**src/rtl/mux8_32.sv**
```systemverilog
// Byte-to-word packer: gathers NB consecutive valid bytes MSB-first into one lane word
// and holds each word on lane_0 with valid_0 high for exactly NB clk_4f cycles.
module mux8_32 #(
  parameter int unsigned BW = 8,
  parameter int unsigned NB = 4
) (
  input  logic             clk_4f,
  input  logic             reset,
  input  logic [BW-1:0]    data_in,
  input  logic             valid_in,
  output logic [BW*NB-1:0] lane_0,
  output logic             valid_0,
  output logic             drop_err
);

  localparam int unsigned LW = BW * NB;
  localparam int unsigned CW = $clog2(NB);
  localparam logic [CW-1:0] LAST = CW'(NB - 1);

  typedef enum logic {IDLE, HOLD} state_e;

  state_e          state_q, state_d;
  logic [CW-1:0]   in_cnt_q, in_cnt_d;
  logic [CW-1:0]   out_cnt_q, out_cnt_d;
  logic [LW-BW-1:0] accum_q, accum_d;
  logic [LW-1:0]   lane_q, lane_d;
  logic            valid_q, valid_d;
  logic            drop_q, drop_d;
  logic            complete;
  logic [LW-1:0]   word;

  // The last byte never lands in accum; it goes straight into the word.
  assign complete = valid_in && (in_cnt_q == LAST);
  assign word     = {accum_q, data_in};

  always_comb begin
    in_cnt_d = in_cnt_q;
    accum_d  = accum_q;
    drop_d   = 1'b0;
    if (valid_in) begin
      if (in_cnt_q != LAST) begin
        for (int unsigned i = 0; i < NB - 1; i++) begin
          if (in_cnt_q == CW'(i)) accum_d[BW*(NB-2-i) +: BW] = data_in;
        end
        in_cnt_d = in_cnt_q + 1'b1;
      end else begin
        in_cnt_d = '0;
        accum_d  = '0;
      end
    end else if (in_cnt_q != '0) begin
      in_cnt_d = '0;
      accum_d  = '0;
      drop_d   = 1'b1;
    end
  end

  always_comb begin
    state_d   = state_q;
    out_cnt_d = out_cnt_q;
    lane_d    = lane_q;
    valid_d   = valid_q;
    case (state_q)
      IDLE: begin
        if (complete) begin
          lane_d    = word;
          valid_d   = 1'b1;
          out_cnt_d = '0;
          state_d   = HOLD;
        end
      end
      HOLD: begin
        if (out_cnt_q == LAST) begin
          // A completion on the final hold cycle reloads with no gap in valid_0.
          if (complete) begin
            lane_d    = word;
            out_cnt_d = '0;
          end else begin
            valid_d   = 1'b0;
            state_d   = IDLE;
          end
        end else begin
          out_cnt_d = out_cnt_q + 1'b1;
        end
      end
      default: state_d = IDLE;
    endcase
  end

  always_ff @(posedge clk_4f or negedge reset) begin
    if (!reset) begin
      state_q   <= IDLE;
      in_cnt_q  <= '0;
      out_cnt_q <= '0;
      accum_q   <= '0;
      lane_q    <= '0;
      valid_q   <= 1'b0;
      drop_q    <= 1'b0;
    end else begin
      state_q   <= state_d;
      in_cnt_q  <= in_cnt_d;
      out_cnt_q <= out_cnt_d;
      accum_q   <= accum_d;
      lane_q    <= lane_d;
      valid_q   <= valid_d;
      drop_q    <= drop_d;
    end
  end

  assign lane_0   = lane_q;
  assign valid_0  = valid_q;
  assign drop_err = drop_q;

  a_no_overrun: assert property (@(posedge clk_4f) disable iff (!reset)
    !(complete && state_q == HOLD && out_cnt_q != LAST));

endmodule

```
**config.mk**
```make
export PLATFORM = sky130hd
export DESIGN_NAME = mux8_32
export DESIGN_NICKNAME = d
export VERILOG_FILES = /design/src/rtl/mux8_32.sv
export SDC_FILE = /design/constraint.sdc
export NUM_CORES = 1
export LEC_CHECK = 0
export ABC_AREA = 1
export BUFFER_PORTS_ARGS = -buffer_cell sky130_fd_sc_hd__buf_4
export CAP_MARGIN = 20
export CELL_PAD_IN_SITES_DETAIL_PLACEMENT = 0
export CELL_PAD_IN_SITES_GLOBAL_PLACEMENT = 1
export CORE_UTILIZATION = 24
export DETAILED_ROUTE_END_ITERATION = 16
export GPL_TIMING_DRIVEN = 0
export MAX_ROUTING_LAYER = met4
export PLACE_DENSITY = 0.48
export SKIP_LAST_GASP = 1
export SLEW_MARGIN = 20
export SYNTH_ARGS = -nofsm -noshare
export SYNTH_HDL_FRONTEND = slang
export SYNTH_SLANG_ARGS = --single-unit
```
**constraint.sdc**
```tcl
create_clock -name clk_4f -period 1.7 [get_ports clk_4f]
set_input_delay 0.255 -clock clk_4f [delete_from_list [all_inputs] [get_ports clk_4f]]
set_output_delay 0.255 -clock clk_4f [all_outputs]
set_load 0.01 [all_outputs]
```
# Word-level counts from Yosys, hierarchy flattened
# Cells that the tools add are included.
totals:
  input_bits: 11
  output_inout_bits: 34
  register_bits: 63
  word_cells: 55
op_classes:
  muxes: 24
  addsub: 2
  bitwise: 1
  n_eq_ne: 11
  n_reduce_logical: 8
op_table:
  columns: ["op", "n"]
  rows:
  - ["$mux W24", 3]
  - ["$mux W32", 2]
  - ["$pmux W32 S2", 1]
  - ["$mux W8", 3]
  - ["$mux W2", 5]
  - ["$ne A3 B2 Y1 const B", 3]
  - ["$mux W1", 7]
  - ["$eq A2 B2 Y1 const B", 3]
  - ["$ne A2 B2 Y1 const B", 3]
  - ["$reduce_and A2 Y1", 3]
  - ["$add A2 B1 Y2 const B", 2]
  - ["$pmux W1 S2", 2]
  - ["$pmux W2 S2", 1]
  - ["$reduce_bool A2 Y1", 2]
  - ["$reduce_and A3 Y1", 1]
  - ["$eq A2 B1 Y1 const B", 1]
  - ["$logic_not A2 Y1", 1]
  - ["$ne A2 B1 Y1 const B", 1]
  - ["$logic_and A1 B1 Y1", 1]
  - ["$not A1 Y1", 1]

# Logic depth before layout (Yosys ltp)
# Gate-level depths: netlist (run 1).
logic_depth:
  depth_word: 5
  ltp_mapped: 8
  ltp_nobuf: 7

# Least setup slack after synthesis (run 1)
# No wires, ideal clock.
synth_path:
  path_type: "register to register"
  startpoint: "register in_cnt_q[0]"
  endpoint: "register accum_q[16]"
  period_less_slack_ns: 1.339
  path_slack_ns: 0.361
  path_stages_with_launch: 7
  arrival_time_ns: 1.221
  n_path_buf: 1
  setup_time_ns: 0.118
  t_required_ns: 1.582
  cell_sequence: "dfrtp_1 > inv_1 > ha_1 > buf_2 > nand2_1 > nand3_1 > nand2_1"
synth_via:
  elab_chain_len: 3
  word_cells_on_any_way: 8
  classes_between: "2 x eq/ne; 2 x mux; 4 x reduce/logical"
synth_rtl:
  columns: ["item", "line_no", "text"]
  rows:
  - ["from (decl)", "23", "logic [CW-1:0] in_cnt_q, in_cnt_d;"]
  - ["from (signal assigned)", "100", "in_cnt_q <= in_cnt_d;"]
  - ["$ne A2 B2 Y1, or another cell as far along", "41", "if (in_cnt_q != LAST) begin"]
  - ["$ne A3 B2 Y1 (no source line), or another cell as far along", null, null]
  - ["$reduce_and A2 Y1 (no source line) / $mux W24 (equally long branches)", null, null]
  - ["to (signal assigned)", "102", "accum_q <= accum_d;"]
  - ["to (decl)", "25", "logic [LW-BW-1:0] accum_q, accum_d;"]
# Several ways; a longest one is shown, not always the timed one.
# A chain may end at the register's enable or synchronous reset.

# Worst setup path in the final report (run 1)
layout_path:
  startpoint: "register in_cnt_q[0]"
  endpoint: "register lane_q[25] (netlist: lane_0[25])"
layout_via:
  elab_chain_len: 5
layout_rtl:
  columns: ["item", "line_no", "text"]
  rows:
  - ["$eq A2 B2 Y1 (*)", "33", "assign complete = valid_in && (in_cnt_q == LAST);"]
  - ["$logic_and A1 B1 Y1 (*)", "33", null]
  - ["$mux W32 (*)", null, null]
  - ["$mux W32", null, null]
  - ["$pmux W32 S2 (*)", null, null]
  - ["to (signal assigned)", "103", "lane_q <= lane_d;"]
  - ["to (decl)", "26", "logic [LW-1:0] lane_q, lane_d;"]
# Every way passes the cells marked *; elsewhere a longest branch is shown, timed or not. The select of a mux whose other input is x is not followed.

==> results.cfg, run 1 <==
[logic_synthesis]
synth_cells = 280
yosysTopAreaCell = dfrtp_1
synth_seq_area_share = 0.604
synth_xor_xnor_area_share = 0
synthesis.area_um2 = 2610
synth-simple-area-share = 0.243
ys_types = 18
synth_top_family_by_area = simple AND/OR/NAND/NOR gates
ys_seq_elements = 63
synth_nets = 295
synth_compound_area_frac = 0.0657
yosys-top-cells-area = dfrtp_1 (60%), nand2_1 (14%), nand3_1 (5.4%)
yosys_warnings = 0
postSynthAreaPerCell_um2 = 9.32
muxShareOfSynthArea = 0
yosys.area_share.adder = 0.0192
synth_top_area_frac = 0.604

[global_route]
grt_pass1_wl_mm = 11.1
grt_pass1_vias = 2091
track_usage = 0.134
antenna_found_initial = 0
grt_max_degree = 64
grt-ovfl-total = 0

[timing]
whs_ns = 0.0232
fin_crit_sh = 0.883
slew_headroom = 0.458
finalHoldViolCount = 0
finalClockSkew_ns = 0.00848
drv_slew = 0
worst_slew_pin_slew_ns = 0.813
fmax_mhz = 666
grt_setup_unrepaired = no
final-setup-viol-count = 0
worst_slack_ns = 0.198
min_period_ns = 1.50
setup_tns_ns = 0

[die]
fp.coreArea_um2 = 10400
start_util = 0.251
fp.dieArea_um2 = 11300
die_y_um = 106
rows = 37
fp.dieW_um = 106
ioPinCount = 45

[clocking]
cts_sinks = 63
clock_latency_ns = 0.33
cts_max_level = 3
tritoncts = built
cts_resized = 0
post_cts_buffers = 0
hold_buffers = 0
cts_buffers = 9
path_clk_slew_ns = 0.07
cts_root_buf = clkbuf_8
clockBufferDepth = 2

[route]
drc = 0
first_pass_iters = 4
wirelength_mm = 6.61
ant_nets = 0
wl_per_cell_um = 14.0
drtIter0Drc = 91
vias = 1954
routed_via_density = 4.14

[critical_path]
critPathKind = flop to flop
r2r_slack_ns = 0.20
timing.rr.end = lane_0[25]
critPathMaxFanout = 12
rr_startpoint = in_cnt_q[0]
r2r_cells = 8
required_ns = 1.97
worstSetupStartpointType = flop
endpoint_kind = flop
arrival_ns = 1.77

[place]
portBuffers = 43
gp_congestion = 0.666
dpl.hpwl_mm = 4.68
place_ws_ns = 0.104

[pwr]
cellPowerDensity_nw_per_um2 = 1690
p_leak_nw = 1.75
irDropWorstVdd_mv = 0.575
power.total_mw = 5.53

[finish]
antenna_cells = 0
drive_above_1_share = 0.232
final_nets = 348
syn_to_final_growth_pct = 25.1
finish.utilization = 0.314
nFillCells = 1148

[run]
drv_cap = 0

[min_path]
hp-class = input port to asynchronous set/reset pin

[status]
status = finished clean
kinds of logic (layout without fill, tap and decap cells):
family,Yosys count,in the layout
buffers and inverters,36,92
flip-flops,63,63
adder cells (fa/ha/maj),4,4
AO/OA/AOI/OAI,29,29
AND/OR/NAND/NOR,148,148
placed cells by master (no fill, tap or decap):
master    Yosys  final
nor2_2        1      1
buf_2         7      7
inv_6         1      1
buf_4         0     43
clkinv_2      0      1
nor2_1       10     10
nand4_1       8      8
o21ai_0      23     23
o21ai_2       4      4
nand2_2       2      3
clkbuf_1      1      2
o21ai_4       1      1
buf_6         4      4
a21oi_1       1      1
clkbuf_8      0     11
nand2_4       2      2
inv_1        23     23
ha_1          4      4
nand3_1      28     28
nand2_1      97     96
dfrtp_1      63     63
per-stage QoR:
stage	cell area [µm²]	std cells
finish	3270	472
global route	3270	472
CTS	3270	473
detailed placement	3100	459
global placement	3100	459
floorplan	2610	280
power by group:
group	total, mW	leakage, nW	switching [mW]	internal (mW)
Sequential	2.42	0.832	0.316	2.10
Combinational	1.97	0.828	1.14	0.832
Clock	1.14	0.0854	0.550	0.592
worst max-delay path, stage by stage (launching register included):
cell,delay (ns)
dfrtp_1,0.40
ha_1,0.27
nand2_4,0.13
inv_6,0.06
nand2_4,0.13
buf_6,0.18
buf_6,0.16
nand2_1,0.06
nand2_1,0.05
layer usage:
metal | up-vias | wire (µm) | GRT usage
met5 | - | 0 | -
met4 | 0 | 115 | 0.0625
met3 | 10 | 184 | 0.0227
met2 | 29 | 2920 | 0.193
met1 | 917 | 3390 | 0.182
li1 | 998 | - | -
cell usage after synthesis:
library cell / n
nand2_1: 97
nor2_2: 1
nand2_2: 2
inv_1: 23
dfrtp_1: 63
inv_6: 1
o21ai_4: 1
ha_1: 4
o21ai_2: 4
a21oi_1: 1
nand3_1: 28
nand4_1: 8
nor2_1: 10
nand2_4: 2
buf_2: 7
clkbuf_1: 1
buf_6: 4
o21ai_0: 23
cell type report:
cell class | instances | area (µm²) | share of cell area
Tap cell | 136 | 170 | 0.0521
Buffer | 11 | 80.1 | 0.0245
Clock buffer | 13 | 159 | 0.0487
Multi-Input combinational cell | 181 | 857 | 0.262
Timing Repair Buffer | 43 | 323 | 0.0989
Clock inverter | 1 | 5.00 | 0.00153
Inverter | 24 | 95.1 | 0.0291
Sequential cell | 63 | 1580 | 0.483
how the worst max path moves through the flow:
stage                     cells past startpoint           to  slack, ns         from
after floorplan                               6  accum_q[16]       0.36  in_cnt_q[0]
after global placement                        6    lane_0[7]       0.12  in_cnt_q[0]
after detailed placement                      6   lane_0[16]       0.10  in_cnt_q[0]
after CTS                                     6    lane_0[0]       0.11  in_cnt_q[0]
after global routing                          8   lane_0[12]       0.03  in_cnt_q[0]
final                                         8   lane_0[25]       0.20  in_cnt_q[0]
flip-flops by register name (all words and copies together) (netlist names):
| signal | flops |
|---|---|
| out_cnt_q | 2 |
| valid_0 | 1 |
| lane_0 | 32 |
| accum_q | 24 |
| state_q | 1 |
| in_cnt_q | 2 |
| drop_err | 1 |
Power figures use the tool's default switching activity.
==> run 2: changes to the inputs <==
- MAX_ROUTING_LAYER: met4 -> default
==> results.cfg, run 2 (synthesis gave the netlist of run 1 again) <==
[pwr]
p_comb_frac = 0.356
intPower_mw = 3.53
p_switching_mw = 2.02
seqPwrFrac = 0.436
cellPowerDensity_nw_per_um2 = 1700
power.total_mw = 5.55
p_leak_nw = 1.75
swShare = 0.364
power.clock.fraction = 0.208
irDropWorstVdd_mv = 0.574

[route]
wl_per_cell_um = 14.1
drc = 0
vias = 1969
routed_via_density = 4.17
drtIter0Drc = 75
first_pass_iters = 4
ant_nets = 0
wirelength_mm = 6.64

[timing]
fmax_mhz = 666
whs_ns = 0.0117
finalHoldViolCount = 0
final-setup-viol-count = 0
finalClockSkew_ns = 0.00721
grt_setup_unrepaired = no
worst_slew_pin_slew_ns = 0.812
setup_tns_ns = 0
drv_slew = 0
fin_crit_sh = 0.883
min_period_ns = 1.50
slew_headroom = 0.459

[critical_path]
arrival_ns = 1.78
rr_startpoint = in_cnt_q[0]
critPathMaxStageDelay_ns = 0.40
cp_slowest_cell = dfrtp_1
critPathKind = flop to flop
critPathMaxFanout = 12
timing.rr.end = lane_0[25]
r2r_cells = 8
required_ns = 1.98
path_cells = ha_1 > nand2_4 > inv_6 > nand2_4 > buf_6 > buf_6 > nand2_1 > nand2_1
r2r_slack_ns = 0.20
endpoint_kind = flop
worstSetupStartpointType = flop

[clocking]
cts_root_buf = clkbuf_8
post_cts_buffers = 0
hold_buffers = 0
clock_latency_ns = 0.34
cts_sinks = 63
clockBufferDepth = 2
tritoncts = built
cts_resized = 0
cts_buffers = 9
path_clk_slew_ns = 0.07
cts_max_level = 3

[global_route]
grt-ovfl-total = 0
grt_pass1_vias = 2096
grt_max_degree = 64
track_usage = 0.131
grt_pass1_wl_mm = 11.1
antenna_found_initial = 0

[die]
fp.coreArea_um2 = 10400
start_util = 0.251
fp.dieW_um = 106
die_y_um = 106
ioPinCount = 45
fp.dieArea_um2 = 11300
rows = 37

[place]
dpl.hpwl_mm = 4.68
portBuffers = 43
gp_congestion = 0.660
post-place-cells = 459

[min_path]
hp-class = input port to asynchronous set/reset pin

[finish]
finish.utilization = 0.314
syn_to_final_growth_pct = 25.1
final_cell_mix = nand2_1 (96), dfrtp_1 (63), buf_4 (43)
multi_input_area_um2 = 857
antenna_cells = 0
nFillCells = 1148
drive_above_1_share = 0.232
largest_register_ffs = 32
final_nets = 348
mostFrequentLayoutCell = nand2_1
instances_no_fill = 472
regArea_um2 = 1580

[status]
status = finished clean

[run]
drv_cap = 0
[run 2: cell counts in the layout (fill, tap and decap cells not counted)]
Identical to the previous run, type by type.
[run 2: worst max-delay path, delay by kind of cell (launching register included)]
family	cells	cell delay (ns)
fa+ha+maj	1	0.27
buf+inv	3	0.40
flops	1	0.40
simple gates	4	0.37
[run 2: metrics by stage]
step | cell area [µm²] | setup slack [ns]
2_1_floorplan | 2610 | 0.361
3_3_place_gp | 3100 | 0.117
3_5_place_dp | 3100 | 0.104
4_1_cts | 3270 | 0.107
5_1_grt | 3270 | 0.0295
6_report | 3270 | 0.200
[run 2: area by class of cell]
type / instances / share of cell area
Sequential cell: 63 / 0.483
Multi-Input combinational cell: 181 / 0.262
Timing Repair Buffer: 43 / 0.0989
Tap cell: 136 / 0.0521
Clock buffer: 13 / 0.0487
Inverter: 24 / 0.0291
Buffer: 11 / 0.0245
Clock inverter: 1 / 0.00153
[run 2: how the worst max path moves through the flow]
stage,start,end,slack [ns],cells past startpoint
2_1_floorplan,in_cnt_q[0],accum_q[16],0.36,6
3_3_place_gp,in_cnt_q[0],lane_0[7],0.12,6
3_5_place_dp,in_cnt_q[0],lane_0[16],0.10,6
4_1_cts,in_cnt_q[0],lane_0[0],0.11,6
5_1_grt,in_cnt_q[0],lane_0[12],0.03,8
6_report,in_cnt_q[0],lane_0[25],0.20,8
[run 2: layer usage]
| metal | up-vias | share of wire | GRT usage |
|---|---|---|---|
| met5 | - | 0 | 0 |
| met4 | 0 | 0.019 | 0.0625 |
| met3 | 10 | 0.030 | 0.0258 |
| met2 | 29 | 0.45 | 0.192 |
| met1 | 935 | 0.51 | 0.183 |
| li1 | 995 | - | - |
[run 2: power groups by stage]
stage | sequential (mW) | combinational [mW] | clock [mW]
detailed placement | 2.45 | 2.02 | 0
finish | 2.42 | 1.98 | 1.15
global placement | 2.44 | 2.00 | 0
global route | 2.50 | 2.26 | 1.24
floorplan | 2.56 | 0.969 | 0
CTS | 2.43 | 2.02 | 1.19
